==> src/rtl/pc_seq.sv <==
// pc_seq: program-counter sequencer for the picoMIPS core.
//
// Replaces the plain increment/hold PC. The sequencer can stall, take an
// absolute or PC-relative branch, and handle call/return through an internal
// circular return-address stack (RAS).
//
// Build option:
//   PC_RAS_EN  when defined, the return stack is built and call/ret push/pop it.
//              When undefined, call is a plain absolute jump, ret is an
//              increment, and the stack status outputs are tied off.
//
// Parameters:
//   Psize       PC / program-address width in bits
//   RAS_DEPTH   number of return-stack entries (at least 2)
//   RESET_ADDR  PC value loaded on reset
//
// Ports:
//   clk         rising-edge clock
//   reset       asynchronous, active-high reset
//   stall       hold PC, stack and error flag; discards all other controls
//   branch      load branch target (ignored together with call or ret)
//   branch_abs  1: target is absolute, 0: target is a signed offset from PCout
//   call        push PCout+1 and jump to the absolute target
//   ret         pop the top stack entry into the PC
//   target      branch/call address or signed offset
//   PCout       current instruction address
//   ras_full    stack holds RAS_DEPTH entries
//   ras_empty   stack holds no entries
//   ras_err     sticky overflow/underflow/illegal-combination flag
module pc_seq #(
    parameter int unsigned      Psize      = 6,
    parameter int unsigned      RAS_DEPTH  = 4,
    parameter logic [Psize-1:0] RESET_ADDR = '0
) (
    input  logic             clk,
    input  logic             reset,
    input  logic             stall,
    input  logic             branch,
    input  logic             branch_abs,
    input  logic             call,
    input  logic             ret,
    input  logic [Psize-1:0] target,
    output logic [Psize-1:0] PCout,
    output logic             ras_full,
    output logic             ras_empty,
    output logic             ras_err
);

    if (RAS_DEPTH < 2) begin : g_bad_depth
        $error("pc_seq: RAS_DEPTH must be at least 2");
    end

    logic [Psize-1:0] pc_q, pc_d;
    logic [Psize-1:0] pc_inc;
    logic [Psize-1:0] pc_br;

    // Adding the raw offset bits at Psize width is the same as adding the
    // sign-extended offset modulo 2^Psize, so no explicit extension is needed.
    assign pc_inc = pc_q + 1'b1;
    assign pc_br  = branch_abs ? target : pc_q + target;

`ifdef PC_RAS_EN
    localparam int unsigned      PTR_W    = $clog2(RAS_DEPTH);
    localparam int unsigned      CNT_W    = $clog2(RAS_DEPTH + 1);
    localparam logic [PTR_W-1:0] PTR_LAST = PTR_W'(RAS_DEPTH - 1);
    localparam logic [CNT_W-1:0] CNT_FULL = CNT_W'(RAS_DEPTH);

    logic [Psize-1:0] ras_q [RAS_DEPTH];
    logic [Psize-1:0] ras_d [RAS_DEPTH];
    logic [PTR_W-1:0] top_q, top_d;
    logic [PTR_W-1:0] top_up, top_dn;
    logic [CNT_W-1:0] count_q, count_d;
    logic             err_q, err_d;
    logic             full, empty;

    assign full  = (count_q == CNT_FULL);
    assign empty = (count_q == '0);

    // The top pointer wraps explicitly so that depths that are not powers of
    // two still cycle through exactly RAS_DEPTH slots. When the stack is full
    // the slot above top holds the oldest entry, so a push there overwrites it.
    assign top_up = (top_q == PTR_LAST) ? '0 : top_q + 1'b1;
    assign top_dn = (top_q == '0) ? PTR_LAST : top_q - 1'b1;

    // Next-state for PC and stack, in priority order:
    // stall > call&ret > ret > call > branch > increment.
    always_comb begin
        pc_d    = pc_q;
        ras_d   = ras_q;
        top_d   = top_q;
        count_d = count_q;
        err_d   = err_q;
        if (!stall) begin
            if (call && ret) begin
                pc_d  = pc_inc;
                err_d = 1'b1;
            end else if (ret) begin
                if (empty) begin
                    pc_d  = pc_inc;
                    err_d = 1'b1;
                end else begin
                    pc_d    = ras_q[top_q];
                    top_d   = top_dn;
                    count_d = count_q - 1'b1;
                end
            end else if (call) begin
                ras_d[top_up] = pc_inc;
                top_d         = top_up;
                pc_d          = target;
                if (full) begin
                    err_d = 1'b1;
                end else begin
                    count_d = count_q + 1'b1;
                end
            end else if (branch) begin
                pc_d = pc_br;
            end else begin
                pc_d = pc_inc;
            end
        end
    end

    // Control state: PC, pointer, occupancy and the sticky error flag.
    always_ff @(posedge clk or posedge reset) begin
        if (reset) begin
            pc_q    <= RESET_ADDR;
            top_q   <= '0;
            count_q <= '0;
            err_q   <= 1'b0;
        end else begin
            pc_q    <= pc_d;
            top_q   <= top_d;
            count_q <= count_d;
            err_q   <= err_d;
        end
    end

    // Stack storage has no reset; its contents are meaningless until pushed.
    always_ff @(posedge clk) begin
        ras_q <= ras_d;
    end

    assign ras_full  = full;
    assign ras_empty = empty;
    assign ras_err   = err_q;
`else
    // Without the stack, call is a plain absolute jump and ret (alone or
    // together with call) falls back to an increment.
    always_comb begin
        pc_d = pc_q;
        if (!stall) begin
            if (call && !ret) begin
                pc_d = target;
            end else if (call || ret) begin
                pc_d = pc_inc;
            end else if (branch) begin
                pc_d = pc_br;
            end else begin
                pc_d = pc_inc;
            end
        end
    end

    // PC register.
    always_ff @(posedge clk or posedge reset) begin
        if (reset) begin
            pc_q <= RESET_ADDR;
        end else begin
            pc_q <= pc_d;
        end
    end

    assign ras_full  = 1'b0;
    assign ras_empty = 1'b1;
    assign ras_err   = 1'b0;
`endif

    assign PCout = pc_q;

endmodule

==> config.mk <==
export PLATFORM = sky130hd
export DESIGN_NAME = pc_seq
export DESIGN_NICKNAME = d
export VERILOG_FILES = /design/src/rtl/pc_seq.sv
export SDC_FILE = /design/constraint.sdc
export NUM_CORES = 1
export LEC_CHECK = 0
export ABC_AREA = 1
export BUFFER_PORTS_ARGS = -buffer_cell sky130_fd_sc_hd__buf_4
export CAP_MARGIN = 30
export CELL_PAD_IN_SITES_DETAIL_PLACEMENT = 1
export CELL_PAD_IN_SITES_GLOBAL_PLACEMENT = 2
export CORE_MARGIN = 2
export CORE_UTILIZATION = 30
export CTS_BUF_LIST = sky130_fd_sc_hd__clkbuf_8
export DETAILED_ROUTE_END_ITERATION = 7
export GPL_ROUTABILITY_DRIVEN = 0
export PLACE_DENSITY = 0.95
export SYNTH_ARGS = -nofsm -noshare
export SYNTH_HDL_FRONTEND = slang
export SYNTH_SLANG_ARGS = --single-unit
==> constraint.sdc <==
create_clock -name clk -period 5 [get_ports clk]
set_input_delay 0.25 -clock clk [delete_from_list [all_inputs] [get_ports clk]]
set_output_delay 0.25 -clock clk [all_outputs]
set_load 0.005 [all_outputs]
## Word level (Yosys, flattened, before mapping)

Cells that the tools add are included.

| word-level totals | value |
|---|---|
| logic and storage cells | 10 |
| input bits | 13 |
| output and inout port bits | 9 |
| bits in registers | 6 |

| cells by class | value |
|---|---|
| $add $sub $neg | 2 |
| muxes and demuxes | 4 |
| reductions and logical operators | 3 |

Operators by type and width:

| operator | count |
|---|---|
| $mux 6 | 4 |
| $add 6x1->6 const B | 1 |
| $add 6x6->6 | 1 |
| $logic_and 1x1->1 | 1 |
| $logic_not 1->1 | 1 |
| $logic_or 1x1->1 | 1 |

## Longest topological paths before layout

| depth | value |
|---|---|
| depth in word-level cells | 5 |
| depth in mapped cells | 10 |
| mapped depth without buffers | 10 |

## Worst setup path after synthesis

No wires, ideal clock.

| timing path | value |
|---|---|
| path type | reg2reg |
| start point | register pc_q[0], in the netlist PCout[0] |
| end point | register pc_q[4], in the netlist PCout[4] |
| setup time | 0.077 ns |
| period minus slack after synthesis | 1.643 ns |
| cell stages (with the launch flop) | 10 |
| data required time | 4.923 ns |
| path buffers | 0 |
| setup slack | 3.357 ns |
| data arrival time | 1.565 ns |
| path through | dfrtp_1 -> ha_1 -> inv_1 -> fa_1 -> nand3b_1 -> nand2_1 -> o21ai_0 -> o21ai_1 -> nand2_1 -> a21oi_1 |

| on the way | value |
|---|---|
| cells in the longest elaborated chain, start to end | 5 |
| elaborated cells on any way between the ends | 6 |
| those cells by class | add/sub: 2; mux: 4 |

RTL lines:

| element | line | text |
|---|---|---|
| from (decl) | 53 | `logic [Psize-1:0] pc_q, pc_d;` |
| from (signal assigned) | 169 | `pc_q <= pc_d;` |
| $add 6x6->6 | 60 | `assign pc_br = branch_abs ? target : pc_q + target;` |
| $mux 6 | 60 |  |
| $mux 6 | 156 | `end else if (branch) begin` |
| $mux 6 * | 154 | `end else if (call \|\| ret) begin` |
| $mux 6 * | 152 | `if (call && !ret) begin` |

Every way passes the cells marked *; elsewhere a longest branch is shown, timed or not.
A chain may end at the register's enable or synchronous reset.

## Final worst setup path

Ends and elaborated chain as after synthesis.

==> impl_metrics.ini <==
[route]
drc_errors = 0
highest_layer = met4
met1_length_um = 991
dr_total_vias = 769
wl_met2_um = 994
ant_nets = 0
wl_per_cell_um = 12.4
drt_wl_total_um = 2040
viasPerCell = 4.66
drtIter0Drc = 8
wl_met3_um = 43
firstDrtPassIters = 4

[worst_setup_path]
crit_chain = ha_1 > inv_1 > fa_1 > nand3b_1 > nand2_1 > o21ai_0 > o21ai_1 > nand2_1 > a21oi_1
crit_top_cell = nand2_1
arrival_ps = 1940
cp-end-kind = flip-flop
critPathSlowestCell = dfrtp_1
worstSetupStartpointType = flip-flop
r2r_setup_slack_ps = 3200
path_max_fanout = 6
critical_path_class = flip-flop to flip-flop
cp_slowest_stage_delay_ps = 430
critPathRequiredTime_ps = 5140

[grt]
grt_max_degree = 8
grt_pass1_wl_um = 3440
grtUsageTotal_pct = 16.4
grt_pass1_vias = 796
overflow = 0
antenna_found_initial = 0

[synth]
synth-simple-area-share_pct = 26.4
synth_area_um2 = 757
synth-xor-area-share_pct = 3.47
syn_inst = 115
ys_ff_latch = 6
synth_area_per_cell_um2 = 6.58
synth_top_area_share_pct = 19.8
yosysWarnings = 0
synth_top_area_cell = dfrtp_1
synth_cell_types = 28
synth_top_family_by_area = simple AND/OR/NAND/NOR gates
synthAdderAreaFrac_pct = 12.6
synthMuxAreaShare_pct = 0
synth_compound_area_share_pct = 22.3
seq_area_frac_synth_pct = 19.8
netlist_top_cells_area = dfrtp_1 (20%), nand2_1 (13%), ha_1 (9.9%), inv_1 (8.9%), a21oi_1 (6.0%)

[die]
start_util_pct = 31.1
core_area_mm2 = 0.00243
die_w_um = 54.2
num_io_pins = 22
die_h_um = 54.2
dieArea_mm2 = 0.00294
num_rows = 18

[cells_and_area]
mostFrequentLayoutCell = nand2_1
final_cells = 165
synthToLayoutAreaGrowth_pct = 27.1
largest_reg_flops = 6
nFillCells = 331
drive_gt1_share_pct = 22.2
final_cell_mix = nand2_1 (26), inv_1 (18), buf_4 (18)
nNetsFinal = 157
antenna_cells = 0

[timing]
max_freq_mhz = 556
clock_skew_ps = 0.894
rsz0062_at_grt = no
fin_ws_ps = 3200
maxSlewViolCount = 0
timing.hold.ws_ps = 282
setup_viol = 0
min_period_over_period_pct = 36.0
setup_tns_ps = 0
period_needed_ps = 1800
hold_violations = 0

[power]
leakagePower_nw = 0.509
power_density_mw_per_mm2 = 302
power.total_uw = 291
vdd_drop_max_v = 0.000173

[placed_design]
port_buffers = 18
dpl_worst_slack_ps = 3200
place_inst = 161
hpwl_um = 1760

[clock_network]
clkTransAtPathRegs_ps = 40
clockBufferDepth = 2
clock_latency_ps = 220
cts_made_buffers = 3
cts_tree = built
cts.sinks = 6
cts_htree_levels = 1
postCtsSetupBuffers = 0
cts_resized = 0
cts-root-buf = clkbuf_8

[hold_path]
min_path_type = primary input to flip-flop

[run_status]
outcome = complete, no violations

[run]
drv_cap = 0
-- synthesized netlist by cell type --
cell type and count:
a21boi_0 1, a21oi_2 1, nor2_1 5, o211ai_1 2, dfrtp_1 6, xnor2_1 2
nand2_4 1, ha_1 6, inv_2 4, nand3b_1 1, clkinv_1 1, o21ai_4 1
a21oi_1 9, nor2_4 1, o21ai_0 4, a22oi_1 2, a31oi_1 2, inv_1 18
nand4_1 2, xor2_1 1, nand3_1 7, nor2_2 1, conb_1 2, o32ai_1 1
o21ai_1 4, buf_4 3, nand2_1 26, fa_1 1
-- logic make-up (layout without fill, tap and decap cells) --
logic type / count (synthesis) / count (layout)
simple gates: 44 / 44
compound gates: 27 / 27
buf+inv: 26 / 45
fa+ha+maj: 7 / 7
flops: 6 / 6
xor+xnor: 3 / 3
other cells: 2 / 3
-- metrics by stage --
stage	area [um^2]	utilization (%)
finish	962	39.6
global route	962	39.6
CTS	962	39.6
detailed placement	911	37.4
global placement	911	37.4
floorplan	761	-
-- worst paths after layout --
path	depth (start not counted)	end	startpoint
worst min-delay path	2	PCout[2]	stall
min in group asynchronous	3	PCout[3]	reset
worst max-delay path	9	PCout[4]	PCout[0]
worst min register to register	2	PCout[4]	PCout[4]
worst max register to register	9	PCout[4]	PCout[0]
max in group asynchronous	3	PCout[2]	reset
-- report_power, final --
group,switching [mW],internal (mW)
Clock,0.0192,0.0516
Combinational,0.0755,0.0660
Sequential,0.0191,0.0592
-- layout make-up --
cell class / count / area (um^2) / area share [%]
Multi-Input combinational cell: 84 / 502 / 52.1
Sequential cell: 6 / 150 / 15.6
Timing Repair Buffer: 19 / 145 / 15.1
Tap cell: 30 / 37.5 / 3.90
Inverter: 23 / 86.3 / 8.97
Clock buffer: 3 / 41.3 / 4.29
-- per-layer routing --
layer,up-vias,global-route usage (%)
met5,-,0
met4,0,8.33
met3,2,2.46
met2,8,27.1
met1,349,20.5
li1,410,-
-- worst max-delay path, delay by kind of cell (launching register included) --
kind                     cells  cell delay (ps)
AO/OA/AOI/OAI                3              310
adder cells (fa/ha/maj)      2              590
buffers and inverters        1               60
flip-flops                   1              430
AND/OR/NAND/NOR              3              330
-- timing repair --
item | CTS | global route
hold buffers | 1 | 0
setup endpoints to repair | 0 | 0
endpoints found under the hold margin | 6 | 0
(Power assumes the default switching activity.)
